--- src/rtl/chord_pkg.sv ---
// Shared types, pitch-class constants and small helpers for the chord arpeggiator.
package chord_pkg;

  localparam logic [3:0] PC_C  = 4'd0;
  localparam logic [3:0] PC_CS = 4'd1;
  localparam logic [3:0] PC_D  = 4'd2;
  localparam logic [3:0] PC_DS = 4'd3;
  localparam logic [3:0] PC_E  = 4'd4;
  localparam logic [3:0] PC_F  = 4'd5;
  localparam logic [3:0] PC_FS = 4'd6;
  localparam logic [3:0] PC_G  = 4'd7;
  localparam logic [3:0] PC_GS = 4'd8;
  localparam logic [3:0] PC_A  = 4'd9;
  localparam logic [3:0] PC_AS = 4'd10;
  localparam logic [3:0] PC_B  = 4'd11;

  localparam logic [15:0] REST_WORD = 16'h0000;

  typedef enum logic [1:0] {
    UP       = 2'd0,
    DOWN     = 2'd1,
    PINGPONG = 2'd2
  } arp_mode_t;

  typedef enum logic [1:0] {
    IDLE = 2'd0,
    PLAY = 2'd1,
    REST = 2'd2
  } arp_state_t;

  // Note idx 0 is the root in the top nibble.
  function automatic logic [3:0] pick_note(input logic [15:0] word, input logic [1:0] idx);
    logic [3:0] n;
    case (idx)
      2'd0:    n = word[15:12];
      2'd1:    n = word[11:8];
      2'd2:    n = word[7:4];
      default: n = word[3:0];
    endcase
    return n;
  endfunction

  // The unused encoding 3 plays as up.
  function automatic arp_mode_t decode_mode(input logic [1:0] m);
    arp_mode_t r;
    case (m)
      2'd1:    r = DOWN;
      2'd2:    r = PINGPONG;
      default: r = UP;
    endcase
    return r;
  endfunction

endpackage

--- src/rtl/chord_arpeggiator_step_timer.sv ---
// Free-running step counter; step is high during the last tick of each step.
module step_timer #(
  parameter int TICKS_PER_STEP = 12_500_000
) (
  input  logic clk,
  input  logic rst_n,
  input  logic run,
  input  logic clear,
  output logic step
);

  localparam int CW = $clog2(TICKS_PER_STEP);
  localparam logic [CW-1:0] LAST = CW'(TICKS_PER_STEP - 1);

  logic [CW-1:0] cnt;

  assign step = run && !clear && (cnt == LAST);

  // Count while running, hold when paused, wrap at the step boundary.
  always_ff @(posedge clk or negedge rst_n) begin
    if (!rst_n) begin
      cnt <= '0;
    end else if (clear) begin
      cnt <= '0;
    end else if (run) begin
      cnt <= (cnt == LAST) ? '0 : cnt + 1'b1;
    end
  end

endmodule

--- src/rtl/chord_arpeggiator.sv ---
// Plays a buffered four-note chord one note per step in up/down/ping-pong order.
module chord_arpeggiator
  import chord_pkg::*;
#(
  parameter int TICKS_PER_STEP = 12_500_000
) (
  input  logic        clk,
  input  logic        rst_n,
  input  logic        chord_valid,
  output logic        chord_ready,
  input  logic [15:0] notes_for_chord,
  input  logic [1:0]  mode,
  input  logic        enable,
  input  logic        stop,
  output logic [3:0]  note_out,
  output logic        note_valid,
  output logic        note_strobe,
  output logic [1:0]  step_idx
);

  arp_state_t  state, state_n;
  arp_mode_t   act_mode, act_mode_n;
  logic        pending_full, pending_full_n;
  logic [15:0] pending_word, active_word, active_word_n;
  logic        dir_up, dir_up_n;
  logic [1:0]  idx_r, idx_n;
  logic [3:0]  note_r, note_n;
  logic        strobe_r, strobe_n;
  logic        load;
  logic        step;
  logic        accept;

  // stop wins over a simultaneous handshake.
  assign accept = chord_valid && !pending_full && !stop;

  step_timer #(
    .TICKS_PER_STEP(TICKS_PER_STEP)
  ) u_timer (
    .clk  (clk),
    .rst_n(rst_n),
    .run  (enable && (state != IDLE)),
    .clear((state == IDLE) || stop),
    .step (step)
  );

  // Next-state: stop, then IDLE load or boundary swap/advance.
  always_comb begin
    state_n        = state;
    act_mode_n     = act_mode;
    pending_full_n = pending_full;
    active_word_n  = active_word;
    dir_up_n       = dir_up;
    idx_n          = idx_r;
    note_n         = note_r;
    strobe_n       = 1'b0;
    load           = 1'b0;
    if (stop) begin
      state_n        = IDLE;
      pending_full_n = 1'b0;
      idx_n          = 2'd0;
      note_n         = 4'd0;
    end else begin
      if (accept) pending_full_n = 1'b1;
      case (state)
        IDLE: begin
          idx_n  = 2'd0;
          note_n = 4'd0;
          load   = pending_full && enable;
        end
        PLAY, REST: begin
          if (step) begin
            if (pending_full) begin
              load = 1'b1;
            end else if (state == PLAY) begin
              case (act_mode)
                DOWN: idx_n = idx_r - 2'd1;
                PINGPONG: begin
                  if (dir_up) begin
                    if (idx_r == 2'd3) begin
                      idx_n    = 2'd2;
                      dir_up_n = 1'b0;
                    end else begin
                      idx_n = idx_r + 2'd1;
                    end
                  end else begin
                    if (idx_r == 2'd0) begin
                      idx_n    = 2'd1;
                      dir_up_n = 1'b1;
                    end else begin
                      idx_n = idx_r - 2'd1;
                    end
                  end
                end
                default: idx_n = idx_r + 2'd1;
              endcase
              note_n   = pick_note(active_word, idx_n);
              strobe_n = 1'b1;
            end
          end
        end
        default: state_n = IDLE;
      endcase
      if (load) begin
        pending_full_n = 1'b0;
        active_word_n  = pending_word;
        act_mode_n     = decode_mode(mode);
        dir_up_n       = 1'b1;
        if (pending_word == REST_WORD) begin
          state_n = REST;
          idx_n   = 2'd0;
          note_n  = 4'd0;
        end else begin
          state_n  = PLAY;
          idx_n    = (decode_mode(mode) == DOWN) ? 2'd3 : 2'd0;
          note_n   = pick_note(pending_word, idx_n);
          strobe_n = 1'b1;
        end
      end
    end
  end

  // Control and output registers.
  always_ff @(posedge clk or negedge rst_n) begin
    if (!rst_n) begin
      state        <= IDLE;
      act_mode     <= UP;
      pending_full <= 1'b0;
      dir_up       <= 1'b1;
      idx_r        <= 2'd0;
      note_r       <= 4'd0;
      strobe_r     <= 1'b0;
    end else begin
      state        <= state_n;
      act_mode     <= act_mode_n;
      pending_full <= pending_full_n;
      dir_up       <= dir_up_n;
      idx_r        <= idx_n;
      note_r       <= note_n;
      strobe_r     <= strobe_n;
    end
  end

  // Chord words are plain data; they are only observed through the control path.
  always_ff @(posedge clk) begin
    if (accept) pending_word <= notes_for_chord;
    active_word <= active_word_n;
  end

  assign chord_ready = !pending_full;
  assign note_valid  = (state == PLAY) && enable;
  assign note_strobe = strobe_r && note_valid;
  assign note_out    = note_r;
  assign step_idx    = idx_r;

endmodule

--- config.mk ---
export PLATFORM = sky130hd
export DESIGN_NAME = chord_arpeggiator
export DESIGN_NICKNAME = d
export VERILOG_FILES = /design/src/rtl/chord_pkg.sv /design/src/rtl/chord_arpeggiator_step_timer.sv /design/src/rtl/chord_arpeggiator.sv
export SDC_FILE = /design/constraint.sdc
export NUM_CORES = 1
export LEC_CHECK = 0
export ABC_AREA = 1
export CORE_MARGIN = 3
export CORE_UTILIZATION = 30
export CTS_CLUSTER_SIZE = 10
export DETAILED_ROUTE_END_ITERATION = 16
export GPL_TIMING_DRIVEN = 0
export PLACE_DENSITY = 0.56
export RECOVER_POWER = 50
export SYNTH_ARGS = -nofsm -noshare
export SYNTH_HDL_FRONTEND = slang
export SYNTH_SLANG_ARGS = --single-unit
export TNS_END_PERCENT = 10
--- constraint.sdc ---
create_clock -name clk -period 2.4 [get_ports clk]
set_input_delay 0.48 -clock clk [delete_from_list [all_inputs] [get_ports clk]]
set_output_delay 0.48 -clock clk [all_outputs]
set_load 0.02 [all_outputs]
==> Implementation_results.wiki <==
{| class="wikitable"
! Metric !! Value
|-
| Cts bufs inserted || 9
|-
| Chip Width || 117 µm
|-
| GRT Total Usage || 13.2%
|-
| Critical Path AT || 1750 ps
|-
| Vias in the first global route || 3027
|-
| Number of distinct library cell variants in the gate-level netlist after synthesis || 36
|-
| Wire length of the first global-routing pass || 14100 µm
|-
| Share of flip-flops with an asynchronous set or reset || 53.6%
|-
| Max capacitance violation total || 0
|-
| Final period utilization || 93.1%
|-
| Boundary pin count || 32
|-
| Final nets || 508
|-
| Final routed wire length divided by cell count || 13.4 µm
|-
| Startpoint type of the worst setup path || flip-flop
|-
| Final Skew || 7.55 ps
|-
| Placed instance area || 4200 µm²
|-
| Die Ht || 117 µm
|-
| Via-per-instance ratio || 4.91
|-
| Clock input transition at the sequential cells of the worst setup and hold paths || 60 ps
|-
| Most frequent cells in the layout || 110 x sky130_fd_sc_hd__nand2_1, 50 x sky130_fd_sc_hd__inv_1, 40 x sky130_fd_sc_hd__nand3_1, 36 x sky130_fd_sc_hd__nor2_1, 36 x sky130_fd_sc_hd__dfrtp_1
|-
| Effective utilization at floorplan || 31.5%
|-
| Clk_lat worst skew || 330 ps
|-
| Flip-flop and latch count after synthesis || 69
|-
| Placeable core region || 11700 µm²
|-
| Min Clock Period, post-route || 2230 ps
|-
| Layout cell share with drive strength beyond 1 || 9.98%
|-
| Routability cong. || 0.851
|-
| Most common cell after layout, fill and taps aside || sky130_fd_sc_hd__nand2_1
|-
| Number of hold-slack violations in the final timing report || 0
|-
| Die area || 13700 µm²
|-
| Number of core rows || 39
|-
| Number of hold buffers added after CTS || 0
|-
| Element type at the critical path end || primary output
|-
| Maximum ir drop on the vdd rail || 0.000420 V
|-
| Clk sinks || 69
|-
| Htree depth || 3
|-
| Data required time of the worst path || 1920 ps
|-
| Drt first-iter violations || 192
|-
| Setup repair after global routing missed its margin || true
|-
| Dominant register cell in the synthesized netlist || sky130_fd_sc_hd__dfrtp_1
|-
| Part of the Yosys area used for sequential elements || 51.2%
|-
| Area Growth Syn to Fin || 21.4%
|-
| Critical path type || reg -> out
|-
| Clock root buffer || sky130_fd_sc_hd__clkbuf_16
|-
| Antenna-violating nets left || 0
|-
| Via total after detailed routing || 3066
|-
| Headroom to the max-slew limit || 10.6%
|-
| EDFF count, synth || 32
|-
| Drt total wl || 8360 µm
|-
| # diodes || 0
|-
| Hpwl dp || 6300 µm
|-
| Power density over cell area || 677 nW/µm²
|-
| Timing-limited maximum frequency || 448 MHz
|-
| IO Port Bufs || 30
|-
| Worst Tran Pin Value || 1340 ps
|-
| Overflow left after global routing || 0
|-
| Drt drc || 0
|-
| CTS tree || done
|-
| Antenna violations before repair || 0
|-
| Drt first pass iters || 7
|-
| Number of slew-limit violations in the final report || 0
|-
| Final Setup Violations || 0
|-
| Total standard cell area after synthesis || 3690 µm²
|-
| Hold Path Class || in -> async
|-
| Static leakage power || 1.83 nW
|-
| Number of cells produced by synthesis || 433
|-
| CTS Buffer Depth || 2
|-
| Average footprint of a synthesized cell || 8.52 µm²
|-
| Status || finished clean
|-
| Core occupancy in the finished layout || 38.3%
|-
| Critical Path Fanout Max || 4
|-
| Synth Net Count || 465
|-
| Maximum number of pins on one net before global-route repair || 25
|-
| Final instance area || 4480 µm²
|-
| Number of synthesis warnings || 0
|}
==> per-stage QoR <==
step / cells / power [W] / hold WS (ps) / setup slack [ps] / setup TNS (ps)
2_1_floorplan: 433 / 0.00166 / 184 / 156 / 0
3_3_place_gp: 606 / 0.00181 / 437 / -380 / -19950
3_5_place_dp: 608 / 0.00182 / 429 / -326 / -6020
4_1_cts: 624 / 0.00309 / 63.8 / 51.5 / 0
5_1_grt: 624 / 0.00321 / 295 / -76.7 / -582
6_report: 624 / 0.00303 / 222 / 167 / 0
==> where the power goes <==
group | leakage, nW | internal [W] | switching [W]
sequential | 0.801 | 0.00129 | 0.0000318
combinational | 0.888 | 0.000167 | 0.000302
clock | 0.137 | 0.000711 | 0.000530
total | 1.83 | 0.00217 | 0.000864
==> kinds of logic after synthesis <==
logic type	synth area share, %
AOI/OAI and AO/OA	7.70
xor gates and xnor gates	1.66
adders and majority gates	3.05
buffers and inverters	6.61
DFF	51.2
and+or+nand+nor	29.8
==> synthesized netlist by cell type (2+ instances only) <==
cell type,count,area (µm²)
sky130_fd_sc_hd__or2_2,2,12.5
sky130_fd_sc_hd__nand3_1,40,200
sky130_fd_sc_hd__nand2_1,110,413
sky130_fd_sc_hd__nand4_1,22,138
sky130_fd_sc_hd__nor3_1,10,50.1
sky130_fd_sc_hd__dfrtp_1,36,901
sky130_fd_sc_hd__nor2_2,8,50.1
sky130_fd_sc_hd__ha_1,9,113
sky130_fd_sc_hd__nand3_2,2,20.0
sky130_fd_sc_hd__o21ai_0,19,95.1
sky130_fd_sc_hd__xor2_1,7,61.3
sky130_fd_sc_hd__o22ai_1,8,50.1
sky130_fd_sc_hd__edfxtp_1,32,961
sky130_fd_sc_hd__nor4_1,3,18.8
sky130_fd_sc_hd__o21ai_1,2,10.0
sky130_fd_sc_hd__buf_2,6,30.0
sky130_fd_sc_hd__nor2_1,36,135
sky130_fd_sc_hd__o31ai_1,2,15.0
sky130_fd_sc_hd__a21oi_1,9,45.0
sky130_fd_sc_hd__inv_1,51,191
sky130_fd_sc_hd__inv_2,2,7.51
sky130_fd_sc_hd__nand2_2,3,18.8
==> path summary, 6_finish.rpt <==
check	from	slack (ps)	cells after the start	end
worst max-delay path	state[1]	170	5	note_valid
worst min-delay path	rst_n	220	1	u_timer.cnt[6]
worst max register to register	state[0]	200	9	active_word[0]
worst min register to register	pending_word[10]	450	0	active_word[10]
max in group asynchronous	rst_n	460	2	state[1]
min in group clk	pending_word[10]	450	0	active_word[10]
==> timing repair <==
action,in CTS,in global routing
gates resized for setup,1,4
setup endpoints to repair,19,30
setup buffers,0,0
pin swaps,0,1
gates cloned,0,0
==> registers in the layout, indices dropped and copies added (netlist names) <==
signal        flops
pending_word     16
step_idx          2
dir_up            1
pending_full      1
strobe_r          1
note_out          4
act_mode          2
active_word      16
state             2
u_timer.cnt      24
==> layer usage <==
layer	vias to the layer above	track usage [%]	routed length (µm)	part of all wire, %
li1	1553	-	-	-
met5	-	0	0	0
met3	10	3.29	367	4.4
met2	75	23.3	4340	52
met1	1428	15.7	3540	42
met4	0	4.66	109	1.3
==> worst max-delay path, stage by stage (launching register included) <==
cell	delay, ps
sky130_fd_sc_hd__dfrtp_1	410
sky130_fd_sc_hd__inv_1	110
sky130_fd_sc_hd__ha_1	180
sky130_fd_sc_hd__nand2_1	70
sky130_fd_sc_hd__inv_1	60
sky130_fd_sc_hd__clkdlybuf4s50_1	590
==> cell type report <==
type                            count  area, µm²
Clock buffer                        9        225
Clock inverter                      7       56.3
Sequential cell                    69       1890
Timing Repair Buffer               32        314
Inverter                           53        199
Multi-Input combinational cell    303       1570
Fill cell                        1206       7230
Buffer                              8       45.0
Tap cell                          143        179
(Power assumes the default switching activity.)
